**config.mk**
```make
export PLATFORM = sky130hd
export DESIGN_NAME = aclk_counter
export DESIGN_NICKNAME = d
export VERILOG_FILES = /design/src/rtl/aclk_pkg.sv /design/src/rtl/aclk_bcd_digit.sv /design/src/rtl/aclk_counter.sv
export SDC_FILE = /design/constraint.sdc
export NUM_CORES = 1
export LEC_CHECK = 0
export ABC_AREA = 1
export BUFFER_PORTS_ARGS = -buffer_cell sky130_fd_sc_hd__buf_2
export CAP_MARGIN = 20
export CELL_PAD_IN_SITES_DETAIL_PLACEMENT = 1
export CELL_PAD_IN_SITES_GLOBAL_PLACEMENT = 1
export CORE_UTILIZATION = 40
export CTS_CLUSTER_DIAMETER = 40
export CTS_CLUSTER_SIZE = 20
export DETAILED_ROUTE_END_ITERATION = 10
export PLACE_DENSITY_LB_ADDON = 0.1
export REMOVE_ABC_BUFFERS = 1
export SYNTH_ARGS = -nofsm -noshare
export SYNTH_HDL_FRONTEND = slang
export SYNTH_SLANG_ARGS = --single-unit
```
**constraint.sdc**
```tcl
create_clock -name clk -period 2.6 [get_ports clk]
set_input_delay 0.13 -clock clk [delete_from_list [all_inputs] [get_ports clk]]
set_output_delay 0.13 -clock clk [all_outputs]
set_load 0.02 [all_outputs]
```
**src/rtl/aclk_pkg.sv**
```systemverilog
// aclk_pkg: digit type, digit limits and reset time shared by the alarm-clock time keeper
package aclk_pkg;
    typedef logic [3:0] digit_t;
    typedef struct packed {
        digit_t ms_hr;
        digit_t ls_hr;
        digit_t ms_min;
        digit_t ls_min;
    } time_t;
    localparam digit_t MAX_LS_MIN = 4'd9;
    localparam digit_t MAX_MS_MIN = 4'd5;
    localparam digit_t MAX_LS_HR = 4'd9;
    localparam digit_t MAX_MS_HR = 4'd2;
    localparam digit_t MAX_LS_HR_AT_20 = 4'd3;
    localparam time_t RESET_TIME = '0;
endpackage

```
**src/rtl/aclk_bcd_digit.sv**
```systemverilog
// aclk_bcd_digit: loadable BCD digit that wraps to 0 and carries once it reaches or exceeds its limit
module aclk_bcd_digit
    import aclk_pkg::*;
(
    input  logic   clk,
    input  logic   reset,
    input  logic   en,
    input  logic   load,
    input  digit_t load_val,
    input  digit_t limit,
    output digit_t q,
    output logic   carry
);
    assign carry = en && q >= limit;
    always_ff @(posedge clk or posedge reset)
        if (reset) q <= '0;
        else if (load) q <= load_val;
        else if (en) q <= carry ? '0 : q + 4'd1;
endmodule

```
**src/rtl/aclk_counter.sv**
```systemverilog
// aclk_counter: 24-hour BCD HH:MM keeper; ACLK_COUNTER_LOAD_CHECK_EN rejects loads of invalid times
module aclk_counter
    import aclk_pkg::*;
(
    input  logic       clk,
    input  logic       reset,
    input  logic       one_minute,
    input  logic       load_new_c,
    input  logic [3:0] new_current_time_ms_hr,
    input  logic [3:0] new_current_time_ls_hr,
    input  logic [3:0] new_current_time_ms_min,
    input  logic [3:0] new_current_time_ls_min,
    output logic [3:0] current_time_ms_hr,
    output logic [3:0] current_time_ls_hr,
    output logic [3:0] current_time_ms_min,
    output logic [3:0] current_time_ls_min
);
    logic   load_ok, inc, ls_carry, hr_tick, hr_bad, hr_wrap;
    digit_t ms_hr, ls_hr;
`ifdef ACLK_COUNTER_LOAD_CHECK_EN
    logic load_valid;
    assign load_valid = new_current_time_ms_hr <= MAX_MS_HR && new_current_time_ls_hr <= MAX_LS_HR &&
                        !(new_current_time_ms_hr == MAX_MS_HR && new_current_time_ls_hr > MAX_LS_HR_AT_20) &&
                        new_current_time_ms_min <= MAX_MS_MIN && new_current_time_ls_min <= MAX_LS_MIN;
    assign load_ok = load_new_c && load_valid;
`else
    assign load_ok = load_new_c;
`endif
    assign inc = one_minute && !load_ok;
    aclk_bcd_digit u_ls_min (
        .clk(clk), .reset(reset), .en(inc), .load(load_ok), .load_val(new_current_time_ls_min),
        .limit(MAX_LS_MIN), .q(current_time_ls_min), .carry(ls_carry)
    );
    aclk_bcd_digit u_ms_min (
        .clk(clk), .reset(reset), .en(ls_carry), .load(load_ok), .load_val(new_current_time_ms_min),
        .limit(MAX_MS_MIN), .q(current_time_ms_min), .carry(hr_tick)
    );
    // an hour value above 23 can only come from an unchecked load; any tick normalises it to 00
    assign hr_bad = ms_hr > MAX_MS_HR || ls_hr > MAX_LS_HR || (ms_hr == MAX_MS_HR && ls_hr > MAX_LS_HR_AT_20);
    assign hr_wrap = hr_bad || (hr_tick && ms_hr >= MAX_MS_HR && ls_hr >= MAX_LS_HR_AT_20);
    always_ff @(posedge clk or posedge reset)
        if (reset) {ms_hr, ls_hr} <= {RESET_TIME.ms_hr, RESET_TIME.ls_hr};
        else if (load_ok) {ms_hr, ls_hr} <= {new_current_time_ms_hr, new_current_time_ls_hr};
        else if (inc && hr_wrap) {ms_hr, ls_hr} <= '0;
        else if (hr_tick) {ms_hr, ls_hr} <= ls_hr >= MAX_LS_HR ? {ms_hr + 4'd1, 4'd0} : {ms_hr, ls_hr + 4'd1};
    assign current_time_ms_hr = ms_hr;
    assign current_time_ls_hr = ls_hr;
endmodule

```
* Yosys cells after proc, flatten, opt, wreduce, memory -nomap -nowiden
Index checks and enable logic that the tools add are counted.
W data, S select, Z words.
** Cells by class
- Equal/unequal tests :: 1
- Add/subtract/negate cells :: 4
- Magnitude comparators :: 8
- Multiplexer cells :: 13
- Reduce and logical (&&, ||, !) cells :: 16
** Operators by type and width (number)
- $mux W4 :: 12
- $add A4 B1 Y4 const B :: 4
- $ge A4 B2 Y1 const B :: 2
- $ge A4 B4 Y1 const B :: 2
- $gt A4 B2 Y1 const B :: 2
- $mux W8 :: 1
- $logic_and A1 B1 Y1 :: 7
- $reduce_bool A3 Y1 :: 2
- $eq A4 B2 Y1 const B :: 1
- $ge A4 B3 Y1 const B :: 1
- $gt A4 B4 Y1 const B :: 1
- $reduce_bool A2 Y1 :: 2
- $logic_or A1 B1 Y1 :: 3
- $reduce_and A2 Y1 :: 1
- $logic_not A1 Y1 :: 1
** Word-level totals
- Word-level logic and storage cells :: 46
- Output and inout port bits :: 16
- Bits of input ports :: 20
- Register bits after elaboration :: 16

* Longest topological paths before layout
Gate-level depths: netlist of run 1.
- Word-level depth :: 10
- Depth in mapped cells :: 14
- Gate-level depth less buffers :: 13

* Hierarchy
A second synthesis of run 1 with hierarchy kept.
** Second synthesis, totals
- Cells, all modules :: 217
- Area total of the unflattened synthesis :: 1512.7 um^2
** By module, submodules not included
- aclk_counter :: sequential area each 200.2 um^2, cells each 113, instances 1, area an instance 792.0 um^2
- aclk_bcd_digit :: sequential area each 100.1 um^2, cells each 52, instances 2, area an instance 360.3 um^2

* Worst setup path before layout of run 1
Ideal clock, no wire load.
- Path type :: register -> register
- Start :: register u_ms_min.q[0]
- End :: register ms_hr[0], in the netlist current_time_ms_hr[0]
- Path buffers :: 1
- Required time :: 2.478 ns
- Clock period less this slack :: 1.722 ns
- Setup time :: 0.122 ns
- Slack :: 0.878 ns
- Data arrival time :: 1.600 ns
- Cell stages (with the launch flop) :: 14
- Cells stage by stage :: dfrtp_1 -> inv_1 -> ha_1 -> inv_1 -> o21ai_0 -> nand2_1 -> nand3_2 -> nand2_2 -> nand2_4 -> buf_6 -> nand3_2 -> nand2_1 -> nand2_1 -> nand2_1
** On the way
- Longest elaborated chain between the ends :: 8
- Elaborated cells on any way between the ends :: 11
- Those cells by class :: 1 x order compare; 2 x mux; 8 x reduce/logical
** RTL lines
- from (decl) :: line aclk_bcd_digit.sv:11 : output digit_t q,
- from (signal assigned) :: line aclk_bcd_digit.sv:17 : else if (load) q <= load_val;
- from (signal assigned) :: line aclk_bcd_digit.sv:18 : else if (en) q <= carry ? '0 : q + 4'd1;
- $ge A4 B3 Y1 * :: line aclk_bcd_digit.sv:14 : assign carry = en && q >= limit;
- $logic_and A1 B1 Y1 * :: line aclk_bcd_digit.sv:14
- $logic_and A1 B1 Y1 (2 in a row) :: line aclk_counter.sv:40 : assign hr_wrap = hr_bad || (hr_tick && ms_hr >= MAX_MS_HR && ls_hr >= MAX_LS_HR_AT_20);
- $logic_or A1 B1 Y1 :: line aclk_counter.sv:40
- $logic_and A1 B1 Y1 :: line aclk_counter.sv:44 : else if (inc && hr_wrap) {ms_hr, ls_hr} <= '0;
- $reduce_bool A3 Y1 (no source line) / $mux W4 (equally long branches)
- $reduce_and A2 Y1 (no source line) / $mux W4 (equally long branches)
- to (signal assigned) :: line aclk_counter.sv:42 : if (reset) {ms_hr, ls_hr} <= {RESET_TIME.ms_hr, RESET_TIME.ls_hr};
- to (signal assigned) :: line aclk_counter.sv:43 : else if (load_ok) {ms_hr, ls_hr} <= {new_current_time_ms_hr, new_current_time_ls_hr};
- to (signal assigned) :: line aclk_counter.sv:45 : else if (hr_tick) {ms_hr, ls_hr} <= ls_hr >= MAX_LS_HR ? {ms_hr + 4'd1, 4'd0} : {ms_hr, ls_hr + 4'd1};
- to (decl) :: line aclk_counter.sv:19 : digit_t ms_hr, ls_hr;
Every way passes the cells marked *; elsewhere a longest branch is shown, timed or not.
A chain may end at the register's enable or synchronous reset.

* Worst setup path in the final report of run 1
- Start :: register u_ls_min.q[0]
- End :: register ls_hr[1], in the netlist current_time_ls_hr[1]
** On the way
- Longest elaborated chain between the ends :: 9
- Elaborated cells on any way between the ends :: 10
- Those cells by class :: 1 x order compare; 2 x mux; 7 x reduce/logical
** RTL lines (line)
- from (decl) :: aclk_bcd_digit.sv:11
- from (signal assigned) :: aclk_bcd_digit.sv:17
- from (signal assigned) :: aclk_bcd_digit.sv:18
- $ge A4 B4 Y1 * :: aclk_bcd_digit.sv:14
- $logic_and A1 B1 Y1 * (2 in a row) :: aclk_bcd_digit.sv:14
- $logic_and A1 B1 Y1 (2 in a row) :: aclk_counter.sv:40
- $logic_or A1 B1 Y1 :: aclk_counter.sv:40
- $logic_and A1 B1 Y1 :: aclk_counter.sv:44
- $mux W4 :: aclk_counter.sv:44
- $mux W4 :: aclk_counter.sv:43
- to (signal assigned) :: aclk_counter.sv:42
- to (signal assigned) :: aclk_counter.sv:43
- to (signal assigned) :: aclk_counter.sv:45
- to (decl) :: aclk_counter.sv:19
Marked as above.

==> results of run 1 <==
## cell usage after synthesis
library cell,instances
xor2_1,5
a21oi_1,2
nand2_2,3
a21oi_2,1
ha_1,11
nand3_4,1
nor2_4,1
inv_4,1
dfrtp_1,16
nand4_1,3
buf_6,2
o41ai_1,1
nor2_1,13
o21ai_0,3
nor2_2,1
nand2_4,2
nand3_2,7
buf_2,3
o211ai_2,1
inv_1,14
xnor2_1,1
nand3_1,11
o2111ai_1,4
inv_2,4
o21ai_1,1
a22oi_1,4
nand2_1,55
## cell type report
cell class / instances / area [um2] / share of cell area
Timing Repair Buffer: 36 / 185 / 0.121
Multi-Input combinational cell: 131 / 791 / 0.518
Sequential cell: 16 / 400 / 0.262
Inverter: 19 / 73.8 / 0.0483
Tap cell: 44 / 55.1 / 0.0360
Clock buffer: 3 / 22.5 / 0.0147
## how the worst max path moves through the flow
stage / endpoint / cells past startpoint
final: current_time_ls_hr[1] / 12
after global routing: current_time_ls_hr[0] / 12
after CTS: current_time_ls_hr[1] / 12
after detailed placement: current_time_ls_hr[1] / 12
after global placement: current_time_ls_hr[3] / 12
after floorplan: current_time_ls_hr[3] / 12
## cell families after synthesis
family                   count (synthesis)  share of synthesized area
XOR/XNOR                                 6                     0.0403
adder cells (fa/ha/maj)                 11                      0.106
buffers and inverters                   24                     0.0855
AND/OR/NAND/NOR                         97                      0.365
flip-flops                              16                      0.307
AO/OA/AOI/OAI                           17                     0.0961
## sequential cells by signal, indices dropped and copies added, names as in the netlist
| signal | cells |
|---|---|
| u_ls_min.q | 4 |
| current_time_ms_hr | 4 |
| u_ms_min.q | 4 |
| current_time_ls_hr | 4 |
## power breakdown
part	total (mW)	internal [mW]	switching, mW	leakage, nW
Clock	0.133	0.0537	0.0788	0.0138
Sequential	0.347	0.287	0.0601	0.198
Combinational	0.381	0.137	0.243	0.618
## metal layers
metal	track usage	vias up	routed length, um
li1	-	625	-
met2	0.330	26	1510
met1	0.274	558	1500
met4	0.0850	0	23
met3	0.0306	2	91
met5	0	-	0
## worst max-delay path, delay by kind of cell, from the launching register on
family	cells	cell delay [ns]
simple gates	9	0.97
flops	1	0.45
fa+ha+maj	1	0.21
buf+inv	2	0.15
## per-stage QoR
step	utilization	cells	hold slack, ns	worst slack, ns
floorplan	-	166	0.0437	0.811
global placement	0.486	245	0.236	0.855
detailed placement	0.486	245	0.258	0.719
CTS	0.496	249	0.0451	0.711
global route	0.496	249	0.0523	0.506
finish	0.496	249	0.0551	0.722
==> metrics.md, run 1 <==
| Metric | Value |
|---|---|
| Outcome | finished, final reports clean |
| Fin nets | 238 |
| Mapped cell area | 1300 um2 |
| Placed cell area | 1500 um2 |
| Avg Cell Area, Syn | 7.62 um2 |
| Design area | 1530 um2 |
| LEAKAGE | 0.831 nW |
| Reg2reg setup slack | 0.72 ns |
| # H-tree levels | 1 |
| VDD IR max | 225 uV |
| RR Startpoint | u_ls_min.q[0] |
| DRC errors left | 0 |
| Most frequent cells in the layout | 55 x nand2_1, 35 x buf_2, 16 x dfrtp_1 |
| DR vias | 1211 |
| Hold WC Path Type | in -> reg |
| Hold Path End | current_time_ms_hr[3] |
| Port bufs | 35 |
| Hold Path Origin | new_current_time_ms_hr[3] |
| Max Cap Viol | 0 |
| Number of cells on the worst reg-to-reg path | 12 |
| Cells after synthesis | 171 |
| Detailed placement HPWL | 2.45 mm |
| Synth unique cells | 27 |
| Die Height | 59.1 um |
| Crit path time final | 1.88 ns |
| Register area share after synthesis | 0.307 |
| WP data required | 2.78 ns |
| R2R Path End | current_time_ls_hr[1] |
| FP Rows | 20 |
| Routed WL per cell | 12.6 um |
| Die Span X | 59.1 um |
| Fillers | 436 |
| Core box area | 3080 um2 |
| Crit end category | flip-flop |
| ANT cells | 0 |
| First-pass GRT wire length | 5.39 mm |
| Maximum number of pins on one net before global-route repair | 23 |
| # IOs | 36 |
| Top cell type's share of synthesized area | 0.307 |
| Vias per cell | 4.86 |
| CTS Root Cell | clkbuf_4 |
| Post-CTS Hold Fix Bufs | 1 |
| Final cycle utilization of the critical path | 0.722 |
| Worst skew pair latency | 0.28 ns |
| Kind of critical path | reg -> reg |
| CP max stage cell | dfrtp_1 |
| CTS Sinks | 16 |
| Total track usage | 0.205 |
| CTS max path bufs | 2 |
| Area growth syn-to-layout | 17.3% |
| Post-DRT Antenna Nets | 0 |
| F_max | 0.533 GHz |
| Clock transition at path regs | 0.10 ns |
| Total Routed Length | 3.13 mm |
| CP most frequent cell | nand2_1 |
| Final Max Slew Viols | 0 |
| Setup violations, final | 0 |
| DRT iter0 DRCs | 34 |
| Worst Setup SP | u_ls_min.q[0] |
| Clock buffer count from CTS | 3 |
| Final GP Congestion | 0.836 |
| DRT Pass-1 Iters | 4 |
| Total power | 860 uW |
| Setup bufs post-CTS | 0 |
| Yosys top cell by area | dfrtp_1 |
| Unrepaired setup endpoints after global routing | false |
| Share of cells above drive strength 1 | 0.293 |
| Hold path cells | 3 |
| Synth warnings | 0 |
| Total grt overflow | 0 |
| Post-CTS sizing | 0 |
| CTS tree | done |
| Critical path peak fanout | 13 |
| Max-slew headroom | 0.554 |
| Critical path arrival | 2.06 ns |
| Worst Skew | 0.00251 ns |
| Top cells by area, synth | dfrtp_1 31%, nand2_1 16%, ha_1 11% |
| PD cells | 563 nW/um2 |
| Starting density of the core | 0.423 |
| Die area | 3490 um2 |
| Most common cell after layout, fill and taps aside | nand2_1 |
| Worst path cell trace | inv_1 -> ha_1 -> nand2_1 -> nor2_1 -> nor2_4 -> nand3_2 -> nand2_2 -> nand2_4 -> nand2_2 -> inv_2 -> nand2_1 -> nand2_1 |
| Vias in the first global route | 1196 |
| Worst Tran Pin Value | 0.668 ns |
| CP peak stage delay | 0.45 ns |
| #FFs+latches synth | 16 |
| Fin Setup TNS | 0 ns |
| Hold violation total from the final report | 0 |
| Initial antenna violation count | 0 |
| Startpoint Class | flip-flop |
Power figures use the tool's default switching activity.
==> run 2, diff against run 1 <==
- ABC_AREA: 1 -> 0
- CORE_UTILIZATION: 40 -> 34
- clock period: 2.6 -> 1.7 ns (I/O delays scaled with it)
==> run 2 against run 1 <==
The flow now finishes with violations (setup timing). Count of clock-buffer cells in the layout grew 1. Clock power grew 110%. Core utilization grew 12 points. Via count grew 13%. Combinational power grew to 2.7 times the previous value. Cell area grew 37%. Area after synthesis shrank 6.6%. Critical path depth shrank 5. Die area grew 9.5%. Clock skew grew 0.0047 ns. Register-to-register slack lost 0.90 ns. Sequential share of layout area shrank 7.0 points.
==> metrics.md, run 2 <==
| Metric | Value |
|---|---|
| Initial antenna violation count | 0 (unchanged) |
| Fillers | 405 (was 436) |
| CTS tree | done (unchanged) |
| Total grt overflow | 0 (unchanged) |
| Hold Path Origin | new_current_time_ls_min[0] (was new_current_time_ms_hr[3]) |
| Most common flop cell mapped by yosys | dfrtp_1 (unchanged) |
| Total Routed Length | 4.04 mm (was 3.13 mm) |
| Maximum number of pins on one net before global-route repair | 27 (was 23) |
| Synth warnings | 0 (unchanged) |
| Most frequent cell after synthesis | nand2_1 (unchanged) |
| DRT iter0 DRCs | 56 (was 34) |
| Number of cells on the worst reg-to-reg path | 7 (was 12) |
| CTS Sinks | 16 (unchanged) |
| Die Span X | 61.8 um (was 59.1 um) |
| Worst hold slack | 0.00381 ns (was 0.0551 ns) |
| Top cells by area, synth | dfrtp_1 33%, ha_1 11%, nand2_1 5.6% (was dfrtp_1 31%, nand2_1 16%, ha_1 11%) |
| Most common cell after layout, fill and taps aside | buf_4 (was nand2_1) |
| Worst Tran Pin Value | 0.706 ns (was 0.668 ns) |
| CTS max path bufs | 2 (unchanged) |
| # IOs | 36 (unchanged) |
| FP Rows | 21 (was 20) |
| Die area | 3820 um2 (was 3490 um2) |
| Max Cap Viol | 0 (unchanged) |
| Avg Cell Area, Syn | 8.94 um2 (was 7.62 um2) |
| Setup violations, final | 9 (was 0) |
| Worst Setup SP | current_time_ls_hr[0] (was u_ls_min.q[0]) |
| DRC errors left | 0 (unchanged) |
| # H-tree levels | 1 (unchanged) |
| PD cells | 876 nW/um2 (was 563 nW/um2) |
| Critical path arrival | 2.07 ns (was 2.06 ns) |
| Crit path time final | 1.88 ns (about the same) |
| Detailed placement HPWL | 2.70 mm (was 2.45 mm) |
| Cells after synthesis | 136 (was 171) |
| Post-synth top cells | 18 x nand2_1, 16 x dfrtp_1, 12 x inv_1, 11 x ha_1 (was 55 x nand2_1, 16 x dfrtp_1, 14 x inv_1, 13 x nor2_1) |
| Yosys top cell by area | dfrtp_1 (unchanged) |
| Vias per cell | 5.16 (was 4.86) |
| Final cycle utilization of the critical path | 1.11 (was 0.722) |
| Clock buffer count from CTS | 3 (unchanged) |
| Fin nets | 252 (was 238) |
| Ys async rst share | 1.00 (unchanged) |
| LEAKAGE | 0.975 nW (was 0.831 nW) |
| Number of synthesized flops with an enable pin | 0 (unchanged) |
| Critical path peak fanout | 4 (was 13) |
| Dpl cells | 243 (was 245) |
| ANT cells | 0 (unchanged) |
| DRT Pass-1 Iters | 4 (unchanged) |
| Max-slew headroom | 0.529 (was 0.554) |
| Worst Skew | 0.00718 ns (was 0.00251 ns) |
| Kind of critical path | reg -> reg (unchanged) |
| DR vias | 1372 (was 1211) |
| Failing checks | setup timing |
| Core box area | 3390 um2 (was 3080 um2) |
| Synth unique cells | 40 (was 27) |
| Fin cells | 266 (was 249) |
| Hold path cells | 3 (unchanged) |
| Unrepaired setup endpoints after global routing | true (was false) |
| Post-DRT Antenna Nets | 0 (unchanged) |
| Hold violation total from the final report | 0 (unchanged) |
| Final GP Congestion | 0.844 (was 0.836) |
| RR Startpoint | current_time_ls_hr[0] (was u_ls_min.q[0]) |
| Final Max Slew Viols | 0 (unchanged) |
| Setup ws final | -0.179 ns (was 0.722 ns) |
| Crit end category | flip-flop (unchanged) |
| Area growth syn-to-layout | 72.3% (was 17.3%) |
| R2R Path End | current_time_ms_hr[1] (was current_time_ls_hr[1]) |
| WP data required | 1.89 ns (was 2.78 ns) |
| Reg2reg setup slack | -0.18 ns (was 0.72 ns) |
| Top cell type's share of synthesized area | 0.329 (was 0.307) |
| Share of cells above drive strength 1 | 0.577 (was 0.293) |
| Worst skew pair latency | 0.29 ns (was 0.28 ns) |
| VDD IR max | 402 uV (was 225 uV) |
| F_max | 0.532 GHz (was 0.533 GHz) |
| Hold WC Path Type | in -> reg (unchanged) |
| Core Util, Final | 0.618 (was 0.496) |
| Vias in the first global route | 1342 (was 1196) |
| Routed WL per cell | 15.2 um (was 12.6 um) |
| CTS Root Cell | clkbuf_4 (unchanged) |
| Most frequent cells in the layout | 39 x buf_4, 35 x buf_2, 18 x nand2_1 (was 55 x nand2_1, 35 x buf_2, 16 x dfrtp_1) |
| Starting density of the core | 0.359 (was 0.423) |
| #FFs+latches synth | 16 (unchanged) |
| Die Height | 61.8 um (was 59.1 um) |
| Total track usage | 0.223 (was 0.205) |
| Port bufs | 35 (unchanged) |
| Mapped cell area | 1220 um2 (was 1300 um2) |
| Hold Path End | u_ls_min.q[0] (was current_time_ms_hr[3]) |
| Outcome | finished with violations (was finished, final reports clean) |
| Register area share after synthesis | 0.329 (was 0.307) |
| First-pass GRT wire length | 6.27 mm (was 5.39 mm) |
| Clock transition at path regs | 0.12 ns (was 0.10 ns) |
| Startpoint Class | flip-flop (unchanged) |
[run 2: cell types whose count changed in the layout (fill, tap and decap cells not counted), moves of 6 or more]
cell     before  now
buf_4         0   39
nand2_1      55   18
nor2_1       13    3
nand3_1      11    4
nand3_2       7    0
ha_1         11    5
inv_1        14    8
[run 2: worst max path at each step]
stage,endpoint,slack [ns]
after global routing,current_time_ms_hr[1],-0.28
after floorplan,current_time_ms_hr[1],-0.38
after global placement,current_time_ms_hr[1],-0.16
after detailed placement,current_time_ms_hr[1],-0.27
after CTS,current_time_ms_hr[1],-0.16
final,current_time_ms_hr[1],-0.18
[run 2: through the flow]
stage	area, um2	setup TNS (ns)	power, mW	setup slack (ns)
final	2100	-0.891	1.84	-0.179
after global routing	2100	-1.79	1.96	-0.275
after CTS	1950	-0.677	1.74	-0.164
after detailed placement	1650	-2.00	1.27	-0.269
after global placement	1650	-0.940	1.24	-0.163
after floorplan	1180	-2.15	0.912	-0.383
[run 2: kinds of logic after synthesis]
logic type | share of synthesized area
buffers and inverters | 0.0658
DFF | 0.329
adders and majority gates | 0.113
and+or+nand+nor | 0.206
AOI/OAI and AO/OA | 0.279
xor gates and xnor gates | 0.00720
[run 2: where the power goes]
part           total (mW)  internal [mW]  switching [mW]
clock network       0.275          0.130           0.145
registers           0.518          0.442          0.0754
logic                1.04          0.520           0.524
[run 2: layer usage]
| metal | wire length, um | global-route usage | share of wire |
|---|---|---|---|
| met5 | 0 | 0 | 0 |
| met4 | 72 | 0.0476 | 0.018 |
| met3 | 133 | 0.0393 | 0.033 |
| met2 | 2050 | 0.410 | 0.51 |
| met1 | 1770 | 0.271 | 0.44 |
[run 2: layout make-up]
type                            count  area [um2]  area share
Multi-Input combinational cell    103         966       0.461
Timing Repair Buffer               85         588       0.281
Sequential cell                    16         403       0.192
Tap cell                           46        57.6      0.0275
Inverter                           12        45.0      0.0215
Clock buffer                        4        36.3      0.0173
[run 2: critical path, stage by stage, from the launching register on]
cell,delay [ns]
dfrtp_2,0.47
inv_2,0.10
ha_4,0.15
o21bai_4,0.06
a211oi_4,0.25
o311ai_4,0.14
or2_4,0.27
o32a_1,0.33
[run 2: timing repair]
action	CTS	global route
buffers inserted	9	4
pin swaps	13	9
gates resized for setup	33	24
hold endpoints to repair	21	0
endpoints found under the setup margin	13	14
hold buffers	6	0
==> run 3, diff against run 2 <==
- PLACE_DENSITY: default -> 0.8
- PLACE_DENSITY_LB_ADDON: 0.1 -> default
==> run 3 against run 2 <==
The run still ends with setup timing left. Largest power group unchanged. Critical path type unchanged. Cell area down 4.9%. Cell count decreased by 3.4%. Hold slack improved by 0.011 ns.
==> metrics.md, run 3 (same netlist as run 2, synthesis figures left out) <==
| Metric | Value |
|---|---|
| Register area | 402 um2 (was 403 um2) |
| Number of cells on the worst reg-to-reg path | 7 (unchanged) |
| Area growth syn-to-layout | 63.9% (was 72.3%) |
| Hold WC Path Type | in -> reg (unchanged) |
| Port bufs | 35 (unchanged) |
| F_max | 0.519 GHz (was 0.532 GHz) |
| Setup ws final | -0.225 ns (was -0.179 ns) |
| Max Cap Viol | 0 (unchanged) |
| Critical path arrival | 2.11 ns (was 2.07 ns) |
| Vias per cell | 5.42 (was 5.16) |
| Crit end category | flip-flop (unchanged) |
| Outcome | finished with violations (unchanged) |
| Placed cell area | 1620 um2 (was 1650 um2) |
| # IOs | 36 (unchanged) |
| DRT Pass-1 Iters | 5 (was 4) |
| Worst hold slack | 0.0143 ns (was 0.00381 ns) |
| Dpl ws | -0.260 ns (was -0.269 ns) |
| Hold path cells | 3 (unchanged) |
| # H-tree levels | 1 (unchanged) |
| Final GP Congestion | 0.850 (was 0.844) |
| Die Height | 61.8 um (unchanged) |
| Most frequent cells in the layout | 35 x buf_2, 31 x buf_4, 18 x nand2_1 (was 39 x buf_4, 35 x buf_2, 18 x nand2_1) |
| RR Startpoint | current_time_ls_hr[1] (was current_time_ls_hr[0]) |
| CTS Root Cell | clkbuf_4 (unchanged) |
| Final Max Slew Viols | 0 (unchanged) |
| Design area | 1990 um2 (was 2100 um2) |
| Worst Skew | 0.00774 ns (was 0.00718 ns) |
| DRC errors left | 0 (unchanged) |
| Share of cells above drive strength 1 | 0.526 (was 0.577) |
| Hold violation total from the final report | 0 (unchanged) |
| Core box area | 3390 um2 (unchanged) |
| Final cycle utilization of the critical path | 1.13 (was 1.11) |
| Total Routed Length | 4.53 mm (was 4.04 mm) |
| Kind of critical path | reg -> reg (unchanged) |
| Die Span X | 61.8 um (unchanged) |
| LEAKAGE | 0.935 nW (was 0.975 nW) |
| First-pass GRT wire length | 6.33 mm (was 6.27 mm) |
| Routed WL per cell | 17.6 um (was 15.2 um) |
| Clock buffer count from CTS | 3 (unchanged) |
| Failing checks | setup timing (unchanged) |
| Initial antenna violation count | 0 (unchanged) |
| CTS Sinks | 16 (unchanged) |
| Post-DRT Antenna Nets | 0 (unchanged) |
| Hold Path Origin | new_current_time_ms_min[3] (was new_current_time_ls_min[0]) |
| Busiest layer in global routing | met2 (unchanged) |
| Most common cell after layout, fill and taps aside | buf_2 (was buf_4) |
| Max-slew headroom | 0.563 (was 0.529) |
| ANT cells | 0 (unchanged) |
| Worst Tran Pin Value | 0.655 ns (was 0.706 ns) |
| Total track usage | 0.234 (was 0.223) |
| VDD IR max | 459 uV (was 402 uV) |
| Core Util, Final | 0.588 (was 0.618) |
| Grt met2 use | 0.445 (was 0.410) |
| Vias in the first global route | 1411 (was 1342) |
| FP Rows | 21 (unchanged) |
| Setup violations, final | 9 (unchanged) |
| M3 GR Usage | 0.0414 (was 0.0393) |
| Die area | 3820 um2 (unchanged) |
| Met1 Track Usage GR | 0.245 (was 0.271) |
| Crit path time final | 1.93 ns (was 1.88 ns) |
| Starting density of the core | 0.359 (unchanged) |
| Area of the multi-input gates | 938 um2 (was 966 um2) |
| Hold Path End | u_ms_min.q[3] (was u_ls_min.q[0]) |
| PD cells | 899 nW/um2 (was 876 nW/um2) |
| CTS max path bufs | 2 (unchanged) |
| Unrepaired setup endpoints after global routing | true (unchanged) |
| Reg2reg setup slack | -0.23 ns (was -0.18 ns) |
| Clock transition at path regs | 0.11 ns (was 0.12 ns) |
| Startpoint Class | flip-flop (unchanged) |
| Maximum number of pins on one net before global-route repair | 23 (was 27) |
| Total grt overflow | 0 (unchanged) |
| Worst skew pair latency | 0.30 ns (was 0.29 ns) |
| Fillers | 394 (was 405) |
| Fin nets | 243 (was 252) |
| R2R Path End | current_time_ms_hr[1] (unchanged) |
| Detailed placement HPWL | 2.97 mm (was 2.70 mm) |
| CTS tree | done (unchanged) |
| Fin Setup TNS | -1.18 ns (was -0.891 ns) |
| DRT iter0 DRCs | 28 (was 56) |
| Critical path peak fanout | 4 (unchanged) |
| DR vias | 1392 (was 1372) |
| WP data required | 1.88 ns (was 1.89 ns) |
run 3: cell count changes in the layout (fill, tap and decap cells not counted), sizes merged:
cell,before,now
buf,79,68
dlygate4sd3,6,8
run 3: through the flow:
step	cells	total power, mW
2_1_floorplan	131	0.912
3_3_place_gp	240	1.21
3_5_place_dp	240	1.27
4_1_cts	254	1.64
5_1_grt	257	1.90
6_report	257	1.79
run 3: timing repair:
item                       in CTS  in global routing
hold endpoints to repair       23                  0
hold buffers                    8                  0
setup endpoints to repair      13                 15
pin swaps                       4                 12
setup buffers                   2                  3
resized for setup              13                 34
run 3: metal layers:
metal,share of wire,vias up
met5,0,-
met1,0.39,700
met2,0.57,36
met3,0.026,10
li1,-,646
met4,0.018,0
run 3: cell type report:
cell class / count / area share
inverter: 12 / 0.0226
timing repair buffer: 76 / 0.258
multi-input combinational: 103 / 0.471
clock buffer: 4 / 0.0182
tap: 46 / 0.0289
sequential: 16 / 0.202
run 3: worst max path at each step:
stage / to / cells past startpoint / start / slack (ns)
2_1_floorplan: current_time_ms_hr[1] / 7 / u_ls_min.q[1] / -0.38
3_3_place_gp: current_time_ms_hr[1] / 7 / current_time_ls_hr[0] / -0.15
3_5_place_dp: current_time_ms_hr[1] / 7 / current_time_ls_hr[0] / -0.26
4_1_cts: current_time_ms_hr[1] / 7 / current_time_ls_hr[1] / -0.19
5_1_grt: current_time_ms_hr[1] / 9 / u_ms_min.q[0] / -0.30
6_report: current_time_ms_hr[1] / 7 / current_time_ls_hr[1] / -0.23
run 3: where the power goes:
group	switching [mW]	internal [mW]
combinational	0.530	0.476
clock	0.137	0.131
sequential	0.0767	0.442
total	0.744	1.05
run 3: worst max-delay path, stage by stage (launching register included):
cell      delay (ns)
dfrtp_1         0.44
inv_2           0.13
ha_4            0.16
o21bai_4        0.08
a211oi_4        0.24
o311ai_4        0.14
or2_4           0.28
o32a_1          0.33
